===== config.mk =====
export PLATFORM = sky130hd
export DESIGN_NAME = cell_fetch
export DESIGN_NICKNAME = d
export VERILOG_FILES = /design/src/rtl/cell_fetch.sv
export SDC_FILE = /design/constraint.sdc
export NUM_CORES = 2
export LEC_CHECK = 0
export ABC_AREA = 1
export BUFFER_PORTS_ARGS = -buffer_cell sky130_fd_sc_hd__clkbuf_2
export CAP_MARGIN = 10
export CORE_AREA = 2 2 609 611
export CTS_CLUSTER_SIZE = 16
export DETAILED_ROUTE_END_ITERATION = 10
export DIE_AREA = 0 0 611 613
export PLACE_DENSITY = 0.4
export SETUP_SLACK_MARGIN = 0.4
export SLEW_MARGIN = 30
export SYNTH_ARGS = -nofsm -noshare
export SYNTH_HDL_FRONTEND = slang
export SYNTH_SLANG_ARGS = --single-unit

===== constraint.sdc =====
create_clock -name clk -period 2.1 [get_ports clk]
set_input_delay 0.21 -clock clk [delete_from_list [all_inputs] [get_ports clk]]
set_output_delay 0.21 -clock clk [all_outputs]
set_load 0.02 [all_outputs]

===== src/rtl/cell_fetch.sv =====
// Streams one stored frame out of the cell cache, in ascending index order,
// through a 2-entry skid FIFO with ready/valid backpressure.
module cell_fetch #(
  parameter  int CELL_WIDTH  = 768,
  parameter  int CELL_NUM    = 1200,
  localparam int CELL_ADDR_W = $clog2(CELL_NUM)
) (
  input  logic                   clk,
  input  logic                   rst_n,
  input  logic                   cell_fetch_start_i,
  output logic                   cell_rd_en_o,
  output logic [CELL_ADDR_W-1:0] cell_rd_addr_o,
  input  logic [CELL_WIDTH-1:0]  cell_rd_data_i,
  output logic                   cell_valid_o,
  input  logic                   cell_ready_i,
  output logic [CELL_WIDTH-1:0]  cell_data_o,
  output logic [CELL_ADDR_W-1:0] cell_idx_o,
  output logic                   busy_o,
  output logic                   fetch_done_o
);

  // state | meaning
  // IDLE  | waiting for a stored frame
  // FETCH | issuing cache reads 0..CELL_NUM-1
  // DRAIN | all reads issued, emptying the FIFO
  typedef enum logic [1:0] {IDLE, FETCH, DRAIN} state_t;

  localparam logic [CELL_ADDR_W-1:0] LAST_ADDR = CELL_ADDR_W'(CELL_NUM - 1);

  state_t                 state, state_nxt;
  logic [CELL_ADDR_W-1:0] rd_addr;
  logic                   inflight;
  logic [CELL_ADDR_W-1:0] inflight_addr;
  logic                   start_pending, pending_nxt;
  logic                   clear_addr;

  logic [CELL_WIDTH-1:0]  fifo_data [2];
  logic [CELL_ADDR_W-1:0] fifo_idx  [2];
  logic                   wr_ptr, rd_ptr;
  logic [1:0]             fifo_count;

  logic       pop, push, rd_en, last_rd, last_pop;
  logic [2:0] occ;

  assign pop      = cell_valid_o & cell_ready_i;
  assign push     = inflight;
  assign occ      = {1'b0, fifo_count} + {2'b00, inflight};
  // Reserve a FIFO slot for every outstanding read; a pop this cycle frees one.
  assign rd_en    = (state == FETCH) && (occ < (pop ? 3'd3 : 3'd2));
  assign last_rd  = rd_en && (rd_addr == LAST_ADDR);
  assign last_pop = pop && (cell_idx_o == LAST_ADDR);

  assign cell_rd_en_o   = rd_en;
  assign cell_rd_addr_o = rd_addr;
  assign cell_valid_o   = (fifo_count != 2'd0);
  assign cell_data_o    = fifo_data[rd_ptr];
  assign cell_idx_o     = fifo_idx[rd_ptr];
  assign busy_o         = (state != IDLE);
  assign fetch_done_o   = last_pop;

  always_comb begin
    state_nxt   = state;
    clear_addr  = 1'b0;
    pending_nxt = start_pending | (cell_fetch_start_i && (state != IDLE));
    case (state)
      IDLE: begin
        if (cell_fetch_start_i) begin
          state_nxt  = FETCH;
          clear_addr = 1'b1;
        end
      end
      FETCH: begin
        if (last_rd) state_nxt = DRAIN;
      end
      DRAIN: begin
        if (last_pop) begin
          // A start arriving on the last handshake itself is honoured too.
          if (start_pending || cell_fetch_start_i) begin
            state_nxt   = FETCH;
            clear_addr  = 1'b1;
            pending_nxt = 1'b0;
          end else begin
            state_nxt = IDLE;
          end
        end
      end
      default: state_nxt = IDLE;
    endcase
  end

  always_ff @(posedge clk or negedge rst_n) begin
    if (!rst_n) begin
      state         <= IDLE;
      start_pending <= 1'b0;
      rd_addr       <= '0;
      inflight      <= 1'b0;
      inflight_addr <= '0;
    end else begin
      state         <= state_nxt;
      start_pending <= pending_nxt;
      if (clear_addr)            rd_addr <= '0;
      else if (rd_en && !last_rd) rd_addr <= rd_addr + CELL_ADDR_W'(1);
      inflight <= rd_en;
      if (rd_en) inflight_addr <= rd_addr;
    end
  end

  always_ff @(posedge clk or negedge rst_n) begin
    if (!rst_n) begin
      for (int i = 0; i < 2; i++) begin
        fifo_data[i] <= '0;
        fifo_idx[i]  <= '0;
      end
      wr_ptr     <= 1'b0;
      rd_ptr     <= 1'b0;
      fifo_count <= 2'd0;
    end else begin
      if (push) begin
        fifo_data[wr_ptr] <= cell_rd_data_i;
        fifo_idx[wr_ptr]  <= inflight_addr;
        wr_ptr            <= ~wr_ptr;
      end
      if (pop) rd_ptr <= ~rd_ptr;
      fifo_count <= fifo_count + {1'b0, push} - {1'b0, pop};
    end
  end

endmodule

==> parameters.txt <==
Parameter                              Value

Worst setup path
  Max stage delay on crit path    around 570 ps
  Setup slack on the worst flop-to-flop path    180 ps
  Critical path peak fanout    9
  Startpoint of the most critical register-to-register path    rd_ptr
  Critical Path Source Type    flop
  Number of cells on the worst reg-to-reg path    11
  Critical-path cell with the highest stage delay    sky130_fd_sc_hd__dfrtp_4
  Required time at the worst-slack endpoint    approximately 1900 ps
  Data arrival, critical path    roughly 2600 ps
  Reg2reg end    cell_rd_addr_o[10]
  Kind of critical path    reg -> out
  Ordered cell list for the critical path    inv_12 > buf_16 > buf_16 > buf_6 > nand2_1 > nand2_1 > clkbuf_4
  Family with the most delay on the worst path    buffers and inverters
  Category of the worst setup path capture point    output pin
  Buf+Inv Stages, Crit Path    5

Floorplanning
  Die Y    613 µm
  Number of rows created at floorplan    223
  Die ar.    375,000 µm²
  Starting utilization of the core area    0.186
  Horizontal die dimension    611 µm
  Count of boundary I/O pins    roughly 1,600
  Standard cell core area    about 370,000 µm²

Final layout
  Ratio of cells with drive above 1 in the final layout    0.231
  Fin nets    11,747
  Area growth syn-to-layout    52.4%
  Final core area utilization    0.283
  Most used cells in the layout excluding fill and tap cells    sky130_fd_sc_hd__nand2_1 (3,681), sky130_fd_sc_hd__dfrtp_1 (1,587), sky130_fd_sc_hd__clkbuf_2 (1,288)
  Post-route cell area    ~100,000 µm²
  Leading cell type in the layout, fill and taps excluded    sky130_fd_sc_hd__nand2_1

Pwr
  Power density over cell area    between 1500 and 2000 nW/µm²
  Max rail drop VDD    0.827 mV
  Share of total power in combinational logic    0.528
  Part of the power in the clock network    0.185
  Net load switching power    0.0880 W
  Cell internal power dissipation    ~0.10 W
  Switch share    0.460
  Power share of the sequential group    0.288
  Static leakage    around 54 nW

STA
  TNS Setup    -448,040 ps
  Post-Route Skew    roughly 79 ps
  Worst slew margin relative to its limit    0.592
  Highest clock rate    around 0.36 GHz
  Min setup slack post-route    -682 ps
  Slew of the pin with the lowest slew margin    slightly above 600 ps
  Max-slew violation total from the final report    0
  Worst hold-check slack    -279 ps
  Unrepaired setup endpoints after global routing    true
  Final Setup Violations    slightly below 800
  Post-route fraction of the period consumed by the critical path    1.32
  Final hold viol count    4
  Final min period    ~2800 ps

Route
  Residual antenna-violating net count after detailed routing    0
  DR vias/cell    roughly 4
  Average detailed-routed wire length per instance    about 22 µm
  Total number of vias    between 60,000 and 70,000
  Initial DRC count    4,808
  Total iterations of the first detailed-routing run    8
  Post-Route WL    344 mm
  DRC Markers    0

Placement
  Standard cell area after detailed placement    ~84,000 µm²
  Final HPWL DP    between 200 and 300 mm
  Port-buffer cells    about 1,600
  Final RePlAce weighted congestion    0.883

Logic synthesis
  Mapped Cells    roughly 8,500
  Distinct cells, synth    24
  Portion of the post-synthesis area used by sequential elements    0.582
  Synth warnings    0
  Avg Cell Area, Syn    approximately 8.0 µm²
  Synth Cell Area    just under 70,000 µm²
  Syn nets    around 9,300
  Count of state elements after synthesis    around 1,600

Status
  Violated checks    hold timing, setup timing
  Run status    complete, but fails checks

Clocking
  TritonCTS clock tree    done
  CTS Hold Bufs    784
  Largest buffer count on any clock path    4
  Clock-pin slew reported for the worst setup and hold paths after clock tree synthesis    ~50 ps
  Insertion delay of the later-clocked pin in the worst-skew pair    between 800 and 900 ps
  Sinks on Clock Net    between 1,500 and 2,000
  Inserted Clock Buffers    200
  H-tree depth    4
  Buffer cell driving the clock tree root    sky130_fd_sc_hd__clkbuf_16

Global routing
  Number of antenna violations at the first check in global routing    roughly 120
  Global-route wire length before repair    470 mm
  Maximum number of pins on one net before global-route repair    around 110
  All-layer global routing usage    0.172
  Vias in the first global route    around 64,000
  Total grt overflow    0

Job
  Total of max-cap violations    0

Hold path
  Hold worst-path end    rd_ptr
  Cell count of the worst hold path    4
  Type of the worst min-delay path    in -> reg
  Critical hold path startpoint    cell_ready_i
-- sequential cells by signal, indices dropped and copies added, names as in the netlist --
signal / cells
fifo_data: 1536
fifo_idx: 22
cell_rd_addr_o: 11
inflight_addr: 11
fifo_count: 2
state: 2
inflight: 1
rd_ptr: 1
start_pending: 1
wr_ptr: 1
-- cell usage after synthesis (all sizes together) --
cell type  number  area, µm²
dfrtp        1588      39700
nand3          12       60.1
a21oi           2       10.0
inv           828       3110
buf           286       1490
ha              5       62.6
or2             2       12.5
nand4           4       25.0
nor3            5       30.0
clkbuf        236        886
nand2        3964      14900
xnor2           2       17.5
o21ai        1576       7890
xor2            4       35.0
nor2           16       75.1
-- stage by stage --
| stage | std cells | hold slack, ps | total power (W) | worst slack (ps) |
|---|---|---|---|---|
| 6_report | 16009 | -279 | 0.191 | -682 |
| 5_1_grt | 15994 | -309 | 0.204 | -800 |
| 4_1_cts | 15879 | -392 | 0.184 | -814 |
| 3_5_place_dp | 14692 | 184 | 0.141 | -29.9 |
| 3_3_place_gp | 14692 | 184 | 0.141 | -35.8 |
| 2_1_floorplan | 8530 | -85.6 | 0.101 | 417 |
-- layer usage --
layer  vias to the layer above  share of wire  global-route usage
met5                         -        0.00068                   0
met4                        38          0.050              0.0800
met3                       608          0.057              0.0345
met2                      1924           0.48               0.288
met1                     30814           0.41               0.212
li1                      31263              -                   -
-- final cells by class --
class                           instances  area [µm²]
Fill cell                           39948      264000
Sequential cell                      1588       39700
Multi-Input combinational cell       5592       24400
Timing Repair Buffer                 2759       24000
Tap cell                             4837        6050
Clock buffer                          302        5870
Inverter                              828        3120
Clock inverter                         55         746
Antenna cell                           47         118
Timing Repair inverter                  1        8.76
-- power by group through the flow --
stage / Sequential [W] / Clock [W] / Combinational, W
after floorplan: 0.0520 / 0 / 0.0495
after global placement: 0.0549 / 0 / 0.0857
after detailed placement: 0.0547 / 0 / 0.0860
after CTS: 0.0545 / 0.0365 / 0.0930
after global routing: 0.0567 / 0.0376 / 0.109
final: 0.0550 / 0.0353 / 0.101
-- worst reg2reg max path: cells and delay by family, from the launching register on --
family / cells / cell delay [ps]
AND/OR/NAND/NOR: 8 / 830
flip-flops: 1 / 550
buffers and inverters: 3 / 490
-- worst max path at each step --
| stage | endpoint | slack, ps | start | depth (start not counted) |
|---|---|---|---|---|
| after floorplan | cell_rd_addr_o[1] | 420 | cell_rd_addr_o[0] | 8 |
| after global placement | cell_data_o[718] | -40 | rd_ptr | 7 |
| after detailed placement | cell_data_o[718] | -30 | rd_ptr | 7 |
| after CTS | cell_data_o[91] | -810 | rd_ptr | 6 |
| after global routing | fetch_done_o | -800 | rd_ptr | 9 |
| final | cell_data_o[597] | -680 | rd_ptr | 7 |
-- cell families (layout without fill, tap and decap cells) --
group                    count (synthesis)  after routing  synth area share
XOR/XNOR                                 6              6          0.000769
AO/OA/AOI/OAI                         1578           1578             0.116
adder cells (fa/ha/maj)                  5              5          0.000916
buffers and inverters                 1350           3945            0.0803
other                                    0             47                 0
AND/OR/NAND/NOR                       4003           4003             0.221
flip-flops                            1588           1588             0.582
-- what timing repair did --
action | CTS | global route
endpoints found under the setup margin | 1089 | 1616
gates resized for setup | 291 | 882
gates cloned | 22 | 56
pin swaps | 11 | 74
setup buffers | 24 | 27
endpoints found under the hold margin | 3143 | 5
Power figures use the tool's default switching activity.
